**config.mk**
```make
export PLATFORM = sky130hd
export DESIGN_NAME = csr_trap_unit_flat
export DESIGN_NICKNAME = d
export VERILOG_FILES = /design/src/rtl/csr_trap_unit_if.sv /design/src/rtl/csr_trap_unit.sv /design/src/flat_wrapper.sv
export SDC_FILE = /design/constraint.sdc
export NUM_CORES = 1
export LEC_CHECK = 0
export CORE_MARGIN = 5
export CORE_UTILIZATION = 50
export DETAILED_ROUTE_END_ITERATION = 6
export PLACE_DENSITY = 0.8
export SYNTH_ARGS = -nofsm -noshare
export SYNTH_HDL_FRONTEND = slang
export SYNTH_SLANG_ARGS = --single-unit
export TNS_END_PERCENT = 5
```
**constraint.sdc**
```tcl
create_clock -name clk -period 4.8 [get_ports clk]
set_input_delay 1.44 -clock clk [delete_from_list [all_inputs] [get_ports clk]]
set_output_delay 1.44 -clock clk [all_outputs]
set_load 0.01 [all_outputs]
```
**src/rtl/csr_trap_unit_if.sv**
```systemverilog
// ============================================================================
// Module      : csr_trap_unit_if
// Description : Pipeline-side bus of the M-mode CSR file and trap sequencer.
// Revision    : 1.0
// ============================================================================
`default_nettype none

interface csr_trap_unit_if #(
  parameter int XLEN    = 64,
  parameter int NUM_IRQ = 4
) ();
  logic               inst_valid;
  logic [XLEN-1:0]    inst_addr;
  logic [11:0]        csr_index;
  logic [1:0]         csr_op;
  logic [XLEN-1:0]    csr_wdata;
  logic               inst_ecall;
  logic               inst_ebreak;
  logic               inst_mret;
  logic               irq_mtip;
  logic               irq_msip;
  logic               irq_meip;
  logic [NUM_IRQ-1:0] irq_local;
  logic [XLEN-1:0]    csr_rdata;
  logic               csr_busy;
  logic               redirect_valid;
  logic [XLEN-1:0]    redirect_pc;

  modport master (
    output inst_valid, inst_addr, csr_index, csr_op, csr_wdata,
           inst_ecall, inst_ebreak, inst_mret,
           irq_mtip, irq_msip, irq_meip, irq_local,
    input  csr_rdata, csr_busy, redirect_valid, redirect_pc
  );

  modport slave (
    input  inst_valid, inst_addr, csr_index, csr_op, csr_wdata,
           inst_ecall, inst_ebreak, inst_mret,
           irq_mtip, irq_msip, irq_meip, irq_local,
    output csr_rdata, csr_busy, redirect_valid, redirect_pc
  );
endinterface

`default_nettype wire

```
**src/rtl/csr_trap_unit.sv**
```systemverilog
// ============================================================================
// Module      : csr_trap_unit
// Description : Machine-mode CSR file with counters, prioritised interrupts
//               and a trap/mret redirect sequencer.
// Revision    : 1.0
// ============================================================================
`default_nettype none

module csr_trap_unit #(
  parameter int              XLEN        = 64,
  parameter int              NUM_IRQ     = 4,
  parameter logic [XLEN-1:0] RESET_MTVEC = 'h80000000,
  parameter int              HART_ID     = 0
) (
  input  wire logic           clk,
  input  wire logic           rst,
  csr_trap_unit_if.slave      bus
);

  typedef enum logic [1:0] {S_IDLE = 2'd0, S_TRAP = 2'd1, S_RET = 2'd2} state_t;

  function automatic logic [XLEN-1:0] f_mie_mask();
    logic [XLEN-1:0] m;
    m     = '0;
    m[3]  = 1'b1;
    m[7]  = 1'b1;
    m[11] = 1'b1;
    for (int k = 0; k < NUM_IRQ; k++) m[16+k] = 1'b1;
    return m;
  endfunction

  localparam logic [XLEN-1:0] c_mie_mask = f_mie_mask();

  state_t          r_state, w_state_nxt;
  logic            r_mstatus_mie, r_mstatus_mpie;
  logic [XLEN-1:0] r_mie, r_mip, r_mtvec, r_mcountinhibit, r_mscratch;
  logic [XLEN-1:0] r_mepc, r_mcause, r_mcycle, r_minstret;

  logic [XLEN-1:0] w_mstatus, w_misa, w_irq_vec, w_pend, w_rdata, w_wval;
  logic [XLEN-1:0] w_trap_base, w_trap_target, w_cause, w_redirect_pc;
  logic            w_impl, w_illegal, w_accept, w_trap, w_we, w_ret;
  logic            w_irq_any, w_redirect_valid, w_busy;
  logic [4:0]      w_code;

  always_comb begin
    w_mstatus        = '0;
    w_mstatus[12:11] = 2'b11;
    w_mstatus[7]     = r_mstatus_mpie;
    w_mstatus[3]     = r_mstatus_mie;
    w_misa                  = '0;
    w_misa[XLEN-1:XLEN-2]   = (XLEN == 64) ? 2'b10 : 2'b01;
    w_misa[8]               = 1'b1;
    w_irq_vec     = '0;
    w_irq_vec[3]  = bus.irq_msip;
    w_irq_vec[7]  = bus.irq_mtip;
    w_irq_vec[11] = bus.irq_meip;
    for (int k = 0; k < NUM_IRQ; k++) w_irq_vec[16+k] = bus.irq_local[k];
  end

  always_comb begin
    w_rdata = '0;
    w_impl  = 1'b1;
    case (bus.csr_index)
      12'h300: w_rdata = w_mstatus;
      12'h301: w_rdata = w_misa;
      12'h304: w_rdata = r_mie;
      12'h305: w_rdata = r_mtvec;
      12'h320: w_rdata = r_mcountinhibit;
      12'h340: w_rdata = r_mscratch;
      12'h341: w_rdata = r_mepc;
      12'h342: w_rdata = r_mcause;
      12'h344: w_rdata = r_mip;
      12'hB00: w_rdata = r_mcycle;
      12'hB02: w_rdata = r_minstret;
      12'hF11: w_rdata = '0;
      12'hF12: w_rdata = XLEN'(1);
      12'hF13: w_rdata = '0;
      12'hF14: w_rdata = XLEN'(HART_ID);
      default: w_impl  = 1'b0;
    endcase
  end

  always_comb begin
    case (bus.csr_op)
      2'b01:   w_wval = bus.csr_wdata;
      2'b10:   w_wval = w_rdata | bus.csr_wdata;
      2'b11:   w_wval = w_rdata & ~bus.csr_wdata;
      default: w_wval = w_rdata;
    endcase
  end

  assign w_illegal = (bus.csr_op != 2'b00) && (!w_impl || bus.csr_index[11:10] == 2'b11);
  assign w_pend    = r_mip & r_mie & {XLEN{r_mstatus_mie}};
  assign w_irq_any = |w_pend;

  // Interrupts outrank exceptions; among locals the lowest index wins.
  always_comb begin
    w_code = 5'd0;
    if (w_pend[11])      w_code = 5'd11;
    else if (w_pend[3])  w_code = 5'd3;
    else if (w_pend[7])  w_code = 5'd7;
    else if (w_irq_any) begin
      for (int k = NUM_IRQ - 1; k >= 0; k--)
        if (w_pend[16+k]) w_code = 5'(16 + k);
    end
    else if (w_illegal)       w_code = 5'd2;
    else if (bus.inst_ecall)  w_code = 5'd11;
    else if (bus.inst_ebreak) w_code = 5'd3;
    w_cause         = XLEN'(w_code);
    w_cause[XLEN-1] = w_irq_any;
  end

  assign w_accept = bus.inst_valid && (r_state == S_IDLE);
  assign w_trap   = w_accept && (w_irq_any || w_illegal || bus.inst_ecall || bus.inst_ebreak);
  assign w_we     = w_accept && !w_trap && (bus.csr_op != 2'b00);
  assign w_ret    = w_accept && !w_trap && bus.inst_mret;

  assign w_trap_base   = {r_mtvec[XLEN-1:2], 2'b00};
  assign w_trap_target = (r_mtvec[0] && r_mcause[XLEN-1])
                       ? w_trap_base + {r_mcause[XLEN-3:0], 2'b00} : w_trap_base;

  always_ff @(posedge clk or negedge rst) begin
    if (!rst) r_state <= S_IDLE;
    else      r_state <= w_state_nxt;
  end

  always_comb begin
    w_state_nxt      = r_state;
    w_redirect_valid = 1'b0;
    w_redirect_pc    = '0;
    w_busy           = 1'b0;
    case (r_state)
      S_IDLE: begin
        if (w_trap)     w_state_nxt = S_TRAP;
        else if (w_ret) w_state_nxt = S_RET;
      end
      S_TRAP: begin
        w_redirect_valid = 1'b1;
        w_busy           = 1'b1;
        w_redirect_pc    = w_trap_target;
        w_state_nxt      = S_IDLE;
      end
      S_RET: begin
        w_redirect_valid = 1'b1;
        w_busy           = 1'b1;
        w_redirect_pc    = r_mepc;
        w_state_nxt      = S_IDLE;
      end
      default: w_state_nxt = S_IDLE;
    endcase
  end

  always_ff @(posedge clk or negedge rst) begin
    if (!rst) begin
      r_mstatus_mie   <= 1'b0;
      r_mstatus_mpie  <= 1'b0;
      r_mie           <= '0;
      r_mip           <= '0;
      r_mtvec         <= RESET_MTVEC & ~XLEN'(3);
      r_mcountinhibit <= '0;
      r_mscratch      <= '0;
      r_mepc          <= '0;
      r_mcause        <= '0;
    end else begin
      r_mip <= w_irq_vec;
      // A trap cancels the instruction, so its CSR write never lands.
      if (w_trap) begin
        r_mstatus_mpie <= r_mstatus_mie;
        r_mstatus_mie  <= 1'b0;
        r_mepc         <= bus.inst_addr & ~XLEN'(3);
        r_mcause       <= w_cause;
      end else if (w_ret) begin
        r_mstatus_mie  <= r_mstatus_mpie;
        r_mstatus_mpie <= 1'b1;
      end else if (w_we) begin
        case (bus.csr_index)
          12'h300: begin
            r_mstatus_mie  <= w_wval[3];
            r_mstatus_mpie <= w_wval[7];
          end
          12'h304: r_mie           <= w_wval & c_mie_mask;
          12'h305: r_mtvec         <= w_wval & ~XLEN'(2);
          12'h320: r_mcountinhibit <= w_wval & XLEN'(5);
          12'h340: r_mscratch      <= w_wval;
          12'h341: r_mepc          <= w_wval & ~XLEN'(3);
          12'h342: r_mcause        <= w_wval;
          default: ;
        endcase
      end
    end
  end

  always_ff @(posedge clk or negedge rst) begin
    if (!rst) begin
      r_mcycle   <= '0;
      r_minstret <= '0;
    end else begin
      if (w_we && bus.csr_index == 12'hB00)      r_mcycle <= w_wval;
      else if (!r_mcountinhibit[0])              r_mcycle <= r_mcycle + 1'b1;
      if (w_we && bus.csr_index == 12'hB02)      r_minstret <= w_wval;
      else if (w_accept && !w_trap && !r_mcountinhibit[2])
                                                 r_minstret <= r_minstret + 1'b1;
    end
  end

  assign bus.csr_rdata      = w_rdata;
  assign bus.csr_busy       = w_busy;
  assign bus.redirect_valid = w_redirect_valid;
  assign bus.redirect_pc    = w_redirect_pc;

endmodule

`default_nettype wire
```
**src/flat_wrapper.sv**
```systemverilog
// flat-port wrapper written by rule: the top's interface ports become plain ports
module csr_trap_unit_flat 
#(
  parameter int              XLEN        = 64,
  parameter int              NUM_IRQ     = 4,
  parameter logic [XLEN-1:0] RESET_MTVEC = 'h80000000,
  parameter int              HART_ID     = 0
)
  (clk, rst, bus_inst_valid, bus_inst_addr, bus_csr_index, bus_csr_op, bus_csr_wdata, bus_inst_ecall, bus_inst_ebreak, bus_inst_mret, bus_irq_mtip, bus_irq_msip, bus_irq_meip, bus_irq_local, bus_csr_rdata, bus_csr_busy, bus_redirect_valid, bus_redirect_pc);
  csr_trap_unit_if #(.XLEN(XLEN), .NUM_IRQ(NUM_IRQ)) bus_i ();
  input  wire logic clk;
  input  wire logic rst;
  input wire logic [$bits(bus_i.inst_valid)-1:0] bus_inst_valid;
  input wire logic [$bits(bus_i.inst_addr)-1:0] bus_inst_addr;
  input wire logic [$bits(bus_i.csr_index)-1:0] bus_csr_index;
  input wire logic [$bits(bus_i.csr_op)-1:0] bus_csr_op;
  input wire logic [$bits(bus_i.csr_wdata)-1:0] bus_csr_wdata;
  input wire logic [$bits(bus_i.inst_ecall)-1:0] bus_inst_ecall;
  input wire logic [$bits(bus_i.inst_ebreak)-1:0] bus_inst_ebreak;
  input wire logic [$bits(bus_i.inst_mret)-1:0] bus_inst_mret;
  input wire logic [$bits(bus_i.irq_mtip)-1:0] bus_irq_mtip;
  input wire logic [$bits(bus_i.irq_msip)-1:0] bus_irq_msip;
  input wire logic [$bits(bus_i.irq_meip)-1:0] bus_irq_meip;
  input wire logic [$bits(bus_i.irq_local)-1:0] bus_irq_local;
  output wire logic [$bits(bus_i.csr_rdata)-1:0] bus_csr_rdata;
  output wire logic [$bits(bus_i.csr_busy)-1:0] bus_csr_busy;
  output wire logic [$bits(bus_i.redirect_valid)-1:0] bus_redirect_valid;
  output wire logic [$bits(bus_i.redirect_pc)-1:0] bus_redirect_pc;
  assign bus_i.inst_valid = bus_inst_valid;
  assign bus_i.inst_addr = bus_inst_addr;
  assign bus_i.csr_index = bus_csr_index;
  assign bus_i.csr_op = bus_csr_op;
  assign bus_i.csr_wdata = bus_csr_wdata;
  assign bus_i.inst_ecall = bus_inst_ecall;
  assign bus_i.inst_ebreak = bus_inst_ebreak;
  assign bus_i.inst_mret = bus_inst_mret;
  assign bus_i.irq_mtip = bus_irq_mtip;
  assign bus_i.irq_msip = bus_irq_msip;
  assign bus_i.irq_meip = bus_irq_meip;
  assign bus_i.irq_local = bus_irq_local;
  assign bus_csr_rdata = bus_i.csr_rdata;
  assign bus_csr_busy = bus_i.csr_busy;
  assign bus_redirect_valid = bus_i.redirect_valid;
  assign bus_redirect_pc = bus_i.redirect_pc;
  csr_trap_unit #(.XLEN(XLEN), .NUM_IRQ(NUM_IRQ), .RESET_MTVEC(RESET_MTVEC), .HART_ID(HART_ID)) u_core (.clk(clk), .rst(rst), .bus(bus_i));
endmodule
```
### After elaboration in Yosys (flattened, before gate mapping)

Cells that the tools add are included.

| storage, ports and cells | value |
|---|---|
| bits in registers | 403 |
| bits of input ports | 155 |
| output and inout bits | 130 |

| cells by class | value |
|---|---|
| add/sub/neg operators | 3 |
| equality and inequality tests | 24 |
| mux-type cells | 40 |
| bitwise logic cells | 7 |
| reductions and logical operators | 35 |

Operators by type and width:

| operator | number |
|---|---|
| two-way mux 64 bit | 13 |
| one-hot mux 64 bit (12 select lines) | 1 |
| one-hot mux 64 bit (3 select lines) | 1 |
| adder 64 x 1 -> 64 bit (second input constant) | 2 |
| AND 64 bit | 2 |
| one-hot mux 64 bit (2 select lines) | 1 |
| == test 12 x 10 -> 1 bit (second input constant) | 9 |
| == test 12 bit (second input constant) | 6 |
| adder 64 bit | 1 |
| inverter 64 bit | 1 |
| OR 64 bit | 1 |
| OR reduction 64 bit | 1 |
| two-way mux 5 bit | 10 |
| AND 20 bit | 1 |
| AND reduction 4 bit | 4 |
| OR reduction 15 bit | 1 |
| logical AND 1 bit | 10 |
| two-way mux 1 bit | 10 |
| nonzero test 2 bit | 5 |
| == test 2 bit (second input constant) | 4 |
| two-way mux 2 bit | 4 |
| AND reduction 3 bit | 2 |
| nonzero test 3 bit | 2 |
| == test 2 x 1 -> 1 bit (second input constant) | 2 |
| 9 further kinds | 15 |

### Depth between registers and ports, before layout

Gate-level depths: netlist (run 1).

| logic depth | value |
|---|---|
| depth after elaboration | 16 |
| gate-level depth with buffers | 15 |
| gate-level depth less buffers | 13 |

### Least setup slack after synthesis (run 1)

Ideal clock, no wire load.

| timing | value |
|---|---|
| path kind | register -> output |
| start | reg u_core.r_mcause[0] |
| end | out bus_redirect_pc[62] |
| arrival | 3.025 ns |
| path slack | 0.335 ns |
| stages on the path, launching flop included | 14 |
| buffers on the path | 0 |
| cell sequence | dfrtp_1 > ha_1 > fa_1 > a211oi_1 > nor2_1 > o211ai_1 > a21oi_1 > a2bb2oi_1 > a21o_1 > a21oi_1 > o31ai_1 > a221oi_1 > xor2_1 > o21ai_1 |

| between the ends | value |
|---|---|
| word-level cells in the longest chain between the ends | 3 |

RTL lines:

| what | RTL line | RTL |
|---|---|---|
| start, declared | csr_trap_unit.sv:37 | `logic [XLEN-1:0] r_mepc, r_mcause, r_mcycle, r_minstret;` |
| start signal, assigned | csr_trap_unit.sv:171 | `r_mcause <= w_cause;` |
| start signal, assigned | csr_trap_unit.sv:186 | `12'h342: r_mcause <= w_wval;` |
| adder 64 bit | csr_trap_unit.sv:120 | `? w_trap_base + {r_mcause[XLEN-3:0], 2'b00} : w_trap_base;` |
| two-way mux 64 bit | csr_trap_unit.sv:120 |  |
| one-hot mux 64 bit (2 select lines) | csr_trap_unit.sv:132 | `case (r_state)` |
| end, declared | flat_wrapper.sv:28 | `output wire logic [$bits(bus_i.redirect_pc)-1:0] bus_redirect_pc;` |

Every way passes these cells.

### Worst setup path in the final report (run 1)

| timing | value |
|---|---|
| start | reg u_core.r_mtvec[2] |
| end | out bus_redirect_pc[60] |

| between the ends | value |
|---|---|
| word-level cells in the longest chain between the ends | 3 |

RTL lines:

| what | RTL line | RTL |
|---|---|---|
| start, declared | csr_trap_unit.sv:36 | `logic [XLEN-1:0] r_mie, r_mip, r_mtvec, r_mcountinhibit, r_mscratch;` |
| start signal, assigned | csr_trap_unit.sv:159 | `r_mtvec <= RESET_MTVEC & ~XLEN'(3);` |
| start signal, assigned | csr_trap_unit.sv:182 | `12'h305: r_mtvec <= w_wval & ~XLEN'(2);` |
| adder 64 bit | csr_trap_unit.sv:120 |  |
| two-way mux 64 bit | csr_trap_unit.sv:120 |  |
| one-hot mux 64 bit (2 select lines) | csr_trap_unit.sv:132 |  |

Every way passes these cells.

==> metrics.yaml, run 1 <==
setup_viol: 61
intPower_mw: 7.84
yosysWarnings: 0
final.setup.tns_ns: -23.18
async_flop_share_pct: 100
synth_edf_count: 0
pwr-share-seq_pct: 36.9
synth_cell_types: 91
violations: "DRC, setup timing"
dr.pass1.iters: 7
synth.avg_cell_area_um2: 8.34
power_switching_mw: 4.32
arrival_ns: 4.09
critPathMaxFanout: 2
die_y_um: 242
syn_inst: 3217
crit_slowest_cell: "dfrtp_1"
cts_root_buffer: "clkbuf_16"
r2r-end: "u_core.r_minstret[62]"
worst_slack_ns: -0.728
io_buffers: 280
cts.htree.levels: 2
synth_top_cell_by_area: "dfrtp_1"
timing.critical_path.to: "bus_redirect_pc[60]"
io_pins: 285
finalMaxSlewViolations: 0
cts_buffers: 47
rsz0062_at_grt: "true"
reg2reg_from: "u_core.r_minstret[0]"
dp_slack_ns: -0.930
drive_above_1_share_pct: 22.9
synth_seq_cells: 401
r2r_setup_slack_ns: 1.21
viasPerCell: 6.51
switching_share_pct: 35.5
grt_pass1_vias: 28700
first_iter_violations: 4328
tightest_slew_ns: 1.21
insertion_delay_ns: 0.60
crit_start: "u_core.r_mtvec[2]"
period_share_pct: 115
vias: 29800
reg2regPathDepth: 11
p_comb_share_pct: 32.1
ir_drop_v: 0.000244
synth_area_leaders: "dfrtp_1, nand2_1, a22oi_1"
holdBufCountCts: 0
die_x_um: 242
grt-ovfl-total: 0
hp-class: "reg2reg"
p_leak_nw: 17.2
critical_path_class: "reg2out"
synth_most_common_cell: "nand2_1"
wire_per_inst_um: 25.5
clock_power_share_pct: 31.0
ys_top_cells_by_count: "nand2_1, dfrtp_1, o21ai_0, a21oi_1, nor2_1"
p_per_area_nw_per_um2: 333
syn2layout_area_growth_pct: 36.1
cp-start-kind: "flop"
power_mw: 12.2
cts_buffer_depth: 3
synthFlopType: "dfrtp_1"
layout.nets: 4067
final.setup_skew_ns: 0.0242
dpl_cell_area_um2: 33900
grt_usage_pct: 38.0
max_stage_delay_ns: 0.39
final-hold-violation-count: 0
tritoncts: "built"
drc: 1
yosysSeqAreaShare_pct: 37.4
fmax_ghz: 0.181
grt_pass1_wl_mm: 175
antenna_found_initial: 2
min_period_ns: 5.53
utilization_pct: 69.0
final_cells: 4573
path_cells: "ha_2 > fa_2 > a211oi_2 > nor2_2 > buf_6 > o211a_4 > o211ai_1 > and3_4 > o31a_4 > o41ai_4 > a221oi_2 > buf_4 > o21ai_2 > xnor2_1 > o21ai_1 > buf_2"
post-dp-hpwl_mm: 86.2
rows: 84
end_kind: "primary output"
yosysTopAreaCellShare_pct: 37.3
dp_cells: 4469
gp_congestion: 1.04
grt_max_degree: 89
fin_area_um2: 36500
start_util_pct: 50.7
clkSinkCount: 401
drtAntennaViolNets: 0
fp.dieArea_um2: 58400
whs_ns: 0.484
maxCapViolations: 0
outcome: "complete, but fails checks"
wirelength_mm: 116
core_area_um2: 52900
critical_path_required_ns: 3.36
clkTransAtPathRegs_ns: 0.06
nFillCells: 4142
syn-cell-area_um2: 26800
relSlewSlack_pct: 18.8
routing by layer:
layer  part of all wire (%)  track usage (%)  up-vias  routed length, µm
li1                       -                -    13000                  -
met1                     39             50.5    14300              45000
met2                     43             57.8     2021              50300
met3                     12             10.1      424              14400
met4                    5.8             19.2        0               6740
met5                      0                0        -                  0
registers in the layout, summed over array words and instances (netlist names):
name	flops
u_core.r_mcause	64
u_core.r_mcycle	64
u_core.r_minstret	64
u_core.r_mscratch	64
u_core.r_mtvec	63
u_core.r_mepc	62
u_core.r_mie	7
u_core.r_mip	7
u_core.r_mcountinhibit	2
u_core.r_state	2
u_core.r_mstatus_mie	1
u_core.r_mstatus_mpie	1
worst min-delay path by stage:
stage | start | endpoint | cells past startpoint
6_report | u_core.r_mscratch[9] | u_core.r_mscratch[9] | 2
5_1_grt | u_core.r_mscratch[45] | u_core.r_mscratch[45] | 2
4_1_cts | u_core.r_mscratch[9] | u_core.r_mscratch[9] | 2
3_5_place_dp | u_core.r_mscratch[7] | u_core.r_mscratch[7] | 2
3_3_place_gp | u_core.r_mscratch[10] | u_core.r_mscratch[10] | 2
2_1_floorplan | u_core.r_mscratch[21] | u_core.r_mscratch[21] | 2
cell families after synthesis:
family / count (synthesis) / synth area share, %
other: 1 / 0.0140
AO/OA/AOI/OAI: 1128 / 27.2
XOR/XNOR: 147 / 4.80
buffers and inverters: 272 / 4.59
AND/OR/NAND/NOR: 1116 / 18.9
multiplexers: 85 / 3.88
flip-flops: 401 / 37.4
adder cells (fa/ha/maj): 67 / 3.15
worst max-delay path: cells and delay by family, from the launching register on:
family	cells	cell delay, ns
DFF	1	0.39
adders and majority gates	2	0.59
xor gates and xnor gates	1	0.13
buffers and inverters	3	0.49
and+or+nand+nor	2	0.37
AOI/OAI and AO/OA	8	1.52
timing repair:
item / in CTS / in global routing
hold endpoints to repair: 0 / 0
endpoints found under the setup margin: 120 / 119
gates resized for setup: 277 / 118
gates cloned: 0 / 0
pin swaps: 68 / 34
setup buffers: 12 / 8
layout by cell type, fill, tap and decap left out, types with 58 or more instances in the layout:
| cell | instances |
|---|---|
| dfrtp_1 | 399 |
| a21o_1 | 58 |
| xor2_1 | 61 |
| o21ai_0 | 234 |
| nand3_1 | 100 |
| nor2_1 | 220 |
| nand2_1 | 513 |
| xnor2_1 | 79 |
| o211ai_1 | 72 |
| buf_4 | 479 |
| a21oi_1 | 237 |
| clkdlybuf4s50_1 | 164 |
| o21ai_1 | 73 |
| a22oi_1 | 222 |
power by group through the flow:
| stage | combinational [mW] | sequential (mW) | clock, mW |
|---|---|---|---|
| after CTS | 3.75 | 4.44 | 3.77 |
| after floorplan | 1.92 | 4.27 | 0 |
| final | 3.90 | 4.49 | 3.77 |
| after global placement | 3.55 | 4.46 | 0 |
| after global routing | 4.14 | 4.52 | 3.90 |
| after detailed placement | 3.61 | 4.47 | 0 |
cell type report:
type | count | area (µm²) | area share (%)
antenna | 2 | 5.00 | 0.0137
clock buffer | 69 | 1400 | 3.84
clock inverter | 18 | 196 | 0.538
inverter | 46 | 173 | 0.473
multi-input combinational | 2545 | 16500 | 45.1
sequential | 401 | 10000 | 27.5
tap | 688 | 861 | 2.36
timing repair buffer | 804 | 7350 | 20.1
(Power assumes the default switching activity.)
==> run 2: changes to the inputs <==
--- a/config.mk
+++ b/config.mk
@@ -8,7 +8,7 @@
 export CORE_MARGIN = 5
 export CORE_UTILIZATION = 50
 export DETAILED_ROUTE_END_ITERATION = 6
-export PLACE_DENSITY = 0.8
+export PLACE_DENSITY = 0.72
 export SYNTH_ARGS = -nofsm -noshare
 export SYNTH_HDL_FRONTEND = slang
 export SYNTH_SLANG_ARGS = --single-unit
==> metrics.yaml, run 2 (synthesis gave the netlist of run 1 again) <==
post-dp-hpwl_mm: 91.7  # was 86.2 mm
syn2layout_area_growth_pct: 36.0  # was 36.1%
antenna_cells: 0  # was 2
crit_slowest_cell: "or4_4"  # was dfrtp_1
rows: 84  # unchanged
tritoncts: "built"  # unchanged
layout_common_cells: "nand2_1, buf_4, dfrtp_1, a21oi_1, o21ai_0"  # unchanged
violations: "setup timing"  # was DRC, setup timing
outcome: "complete, but fails checks"  # unchanged
whs_ns: 0.481  # was 0.484 ns
dr.pass1.iters: 6  # was 7
finalMaxSlewViolations: 0  # unchanged
drc: 0  # was 1
whs_endpoint: "u_core.r_mscratch[48]"  # was u_core.r_mscratch[9]
dp_slack_ns: -0.888  # was -0.930 ns
core_area_um2: 52900  # unchanged
critPathBufInv: 5  # was 3
viasPerCell: 6.57  # was 6.51
grt_pass1_vias: 29100  # was 28.7k
cts_buffers: 47  # unchanged
layout_commonest_cell: "nand2_1"  # unchanged
nFillCells: 4244  # was 4142
worst_slack_ns: -0.896  # was -0.728 ns
first_iter_violations: 3661  # was 4328
grt-ovfl-total: 0  # unchanged
arrival_ns: 4.26  # was 4.09 ns
final.setup_skew_ns: 0.0251  # was 0.0242 ns
start_util_pct: 50.7  # unchanged
wirelength_mm: 124  # was 116 mm
critical_path_required_ns: 3.36  # about the same
grt_pass1_wl_mm: 184  # was 175 mm
io_pins: 285  # unchanged
cts.htree.levels: 2  # unchanged
period_share_pct: 119  # was 115%
power_mw: 12.2  # about the same
whs_path_depth: 2  # unchanged
hold_start: "u_core.r_mscratch[48]"  # was u_core.r_mscratch[9]
vias: 30100  # was 29.8k
crit_top_cell: "buf_6"
setup_viol: 72  # was 61
reg2reg_from: "u_core.r_mcycle[7]"  # was u_core.r_minstret[0]
max_stage_delay_ns: 0.53  # was 0.39 ns
layout.nets: 4074  # was 4067
final.setup.tns_ns: -25.18  # was -23.18 ns
gp_congestion: 1.02  # was 1.04
r2r-end: "u_core.r_mcycle[63]"  # was u_core.r_minstret[62]
io_buffers: 280  # unchanged
critPathMaxFanout: 5  # was 2
path_cells: "ha_4 > buf_6 > and4_4 > nand3_4 > or4_4 > o32a_4 > a31oi_4 > a221oi_2 > buf_4 > o41a_1 > buf_4 > a211o_1 > nand2_1 > a221o_1 > buf_6 > buf_6"  # was ha_2 > fa_2 > a211oi_2 > nor2_2 > buf_6 > o211a_4 > o211ai_1 > and3_4 > o31a_4 > o41ai_4 > a221oi_2 > buf_4 > o21ai_2 > xnor2_1 > o21ai_1 > buf_2
ir_drop_v: 0.000294  # was 0.000244 V
clkSinkCount: 401  # unchanged
fp.dieArea_um2: 58400  # unchanged
maxCapViolations: 0  # unchanged
min_period_ns: 5.70  # was 5.53 ns
r2r_setup_slack_ns: 0.71  # was 1.21 ns
cts_root_buffer: "clkbuf_16"  # unchanged
p_leak_nw: 16.5  # was 17.2 nW
reg2regPathDepth: 11  # unchanged
final_cells: 4578  # was 4573
cp-start-kind: "flop"  # unchanged
fmax_ghz: 0.176  # was 0.181 GHz
cp_top_family: "compound AO/OA/AOI/OAI gates"  # unchanged
relSlewSlack_pct: 21.3  # was 18.8%
fin_area_um2: 36500  # about the same
final-hold-violation-count: 0  # unchanged
clkTransAtPathRegs_ns: 0.06  # about the same
antenna_found_initial: 3  # was 2
critical_path_class: "reg2out"  # unchanged
rsz0062_at_grt: "true"  # unchanged
end_kind: "primary output"  # unchanged
grt_usage_pct: 40.5  # was 38.0%
utilization_pct: 69.0  # about the same
dpl_cell_area_um2: 33800  # was 33900 µm²
drive_above_1_share_pct: 25.4  # was 22.9%
cts_buffer_depth: 3  # unchanged
die_y_um: 242  # unchanged
insertion_delay_ns: 0.61  # was 0.60 ns
grt_max_degree: 121  # was 89
p_per_area_nw_per_um2: 333  # about the same
die_x_um: 242  # unchanged
holdBufCountCts: 0  # unchanged
dp_cells: 4462  # was 4469
wire_per_inst_um: 27.2  # was 25.5 µm
hp-class: "reg2reg"  # unchanged
tightest_slew_ns: 1.17  # was 1.21 ns
drtAntennaViolNets: 0  # unchanged
[run 2: cell types whose count changed in the layout (fill, tap and decap cells not counted), sizes merged]
cell,previous run,this run
clkinv,13,17
clkdlybuf4s50,164,154
buf,549,579
diode,2,0
dlymetal6s2s,54,1
dlygate4sd2,21,28
clkdlybuf4s15,14,27
clkbuf,71,87
[run 2: how the worst max path moves through the flow]
stage | to | start | depth (start not counted)
3_5_place_dp | bus_redirect_pc[62] | u_core.r_mcause[0] | 15
5_1_grt | bus_redirect_pc[63] | u_core.r_mcause[23] | 17
4_1_cts | bus_redirect_pc[63] | u_core.r_mcause[22] | 17
6_report | bus_redirect_pc[63] | u_core.r_mcause[14] | 16
3_3_place_gp | bus_redirect_pc[62] | u_core.r_mcause[0] | 15
2_1_floorplan | bus_redirect_pc[62] | u_core.r_mcause[0] | 13
[run 2: repair_timing]
action,4_1_cts,5_1_grt
setup endpoints to repair,122,105
pin swaps,87,47
buffers inserted,23,9
resized for setup,459,129
[run 2: per-layer routing]
metal	GRT usage [%]	share of wire, %	vias to the layer above
met5	0	0.044	-
met2	60.8	43	2022
li1	-	-	13000
met4	17.4	5.2	8
met1	56.6	40	14600
met3	9.07	12	426
[run 2: layout make-up]
class                           count  area, µm²  share of cell area, %
Timing Repair Buffer              811       7130                   19.6
Inverter                           46        173                  0.473
Sequential cell                   401      10000                   27.5
Multi-Input combinational cell   2545      16700                   45.9
Clock inverter                     22        239                  0.655
Clock buffer                       65       1280                   3.52
Tap cell                          688        861                   2.36
[run 2: worst min-delay path, delay by kind of cell, from the launching register on]
family           cells  cell delay (ns)
flip-flops           1             0.34
AO/OA/AOI/OAI        1             0.06
AND/OR/NAND/NOR      1             0.04
[run 2: power by group]
part | total (mW) | switching (mW) | leakage (nW) | internal [mW]
combinational | 4.01 | 2.25 | 10.4 | 1.76
clock | 3.67 | 1.58 | 0.754 | 2.09
sequential | 4.49 | 0.591 | 5.26 | 3.90
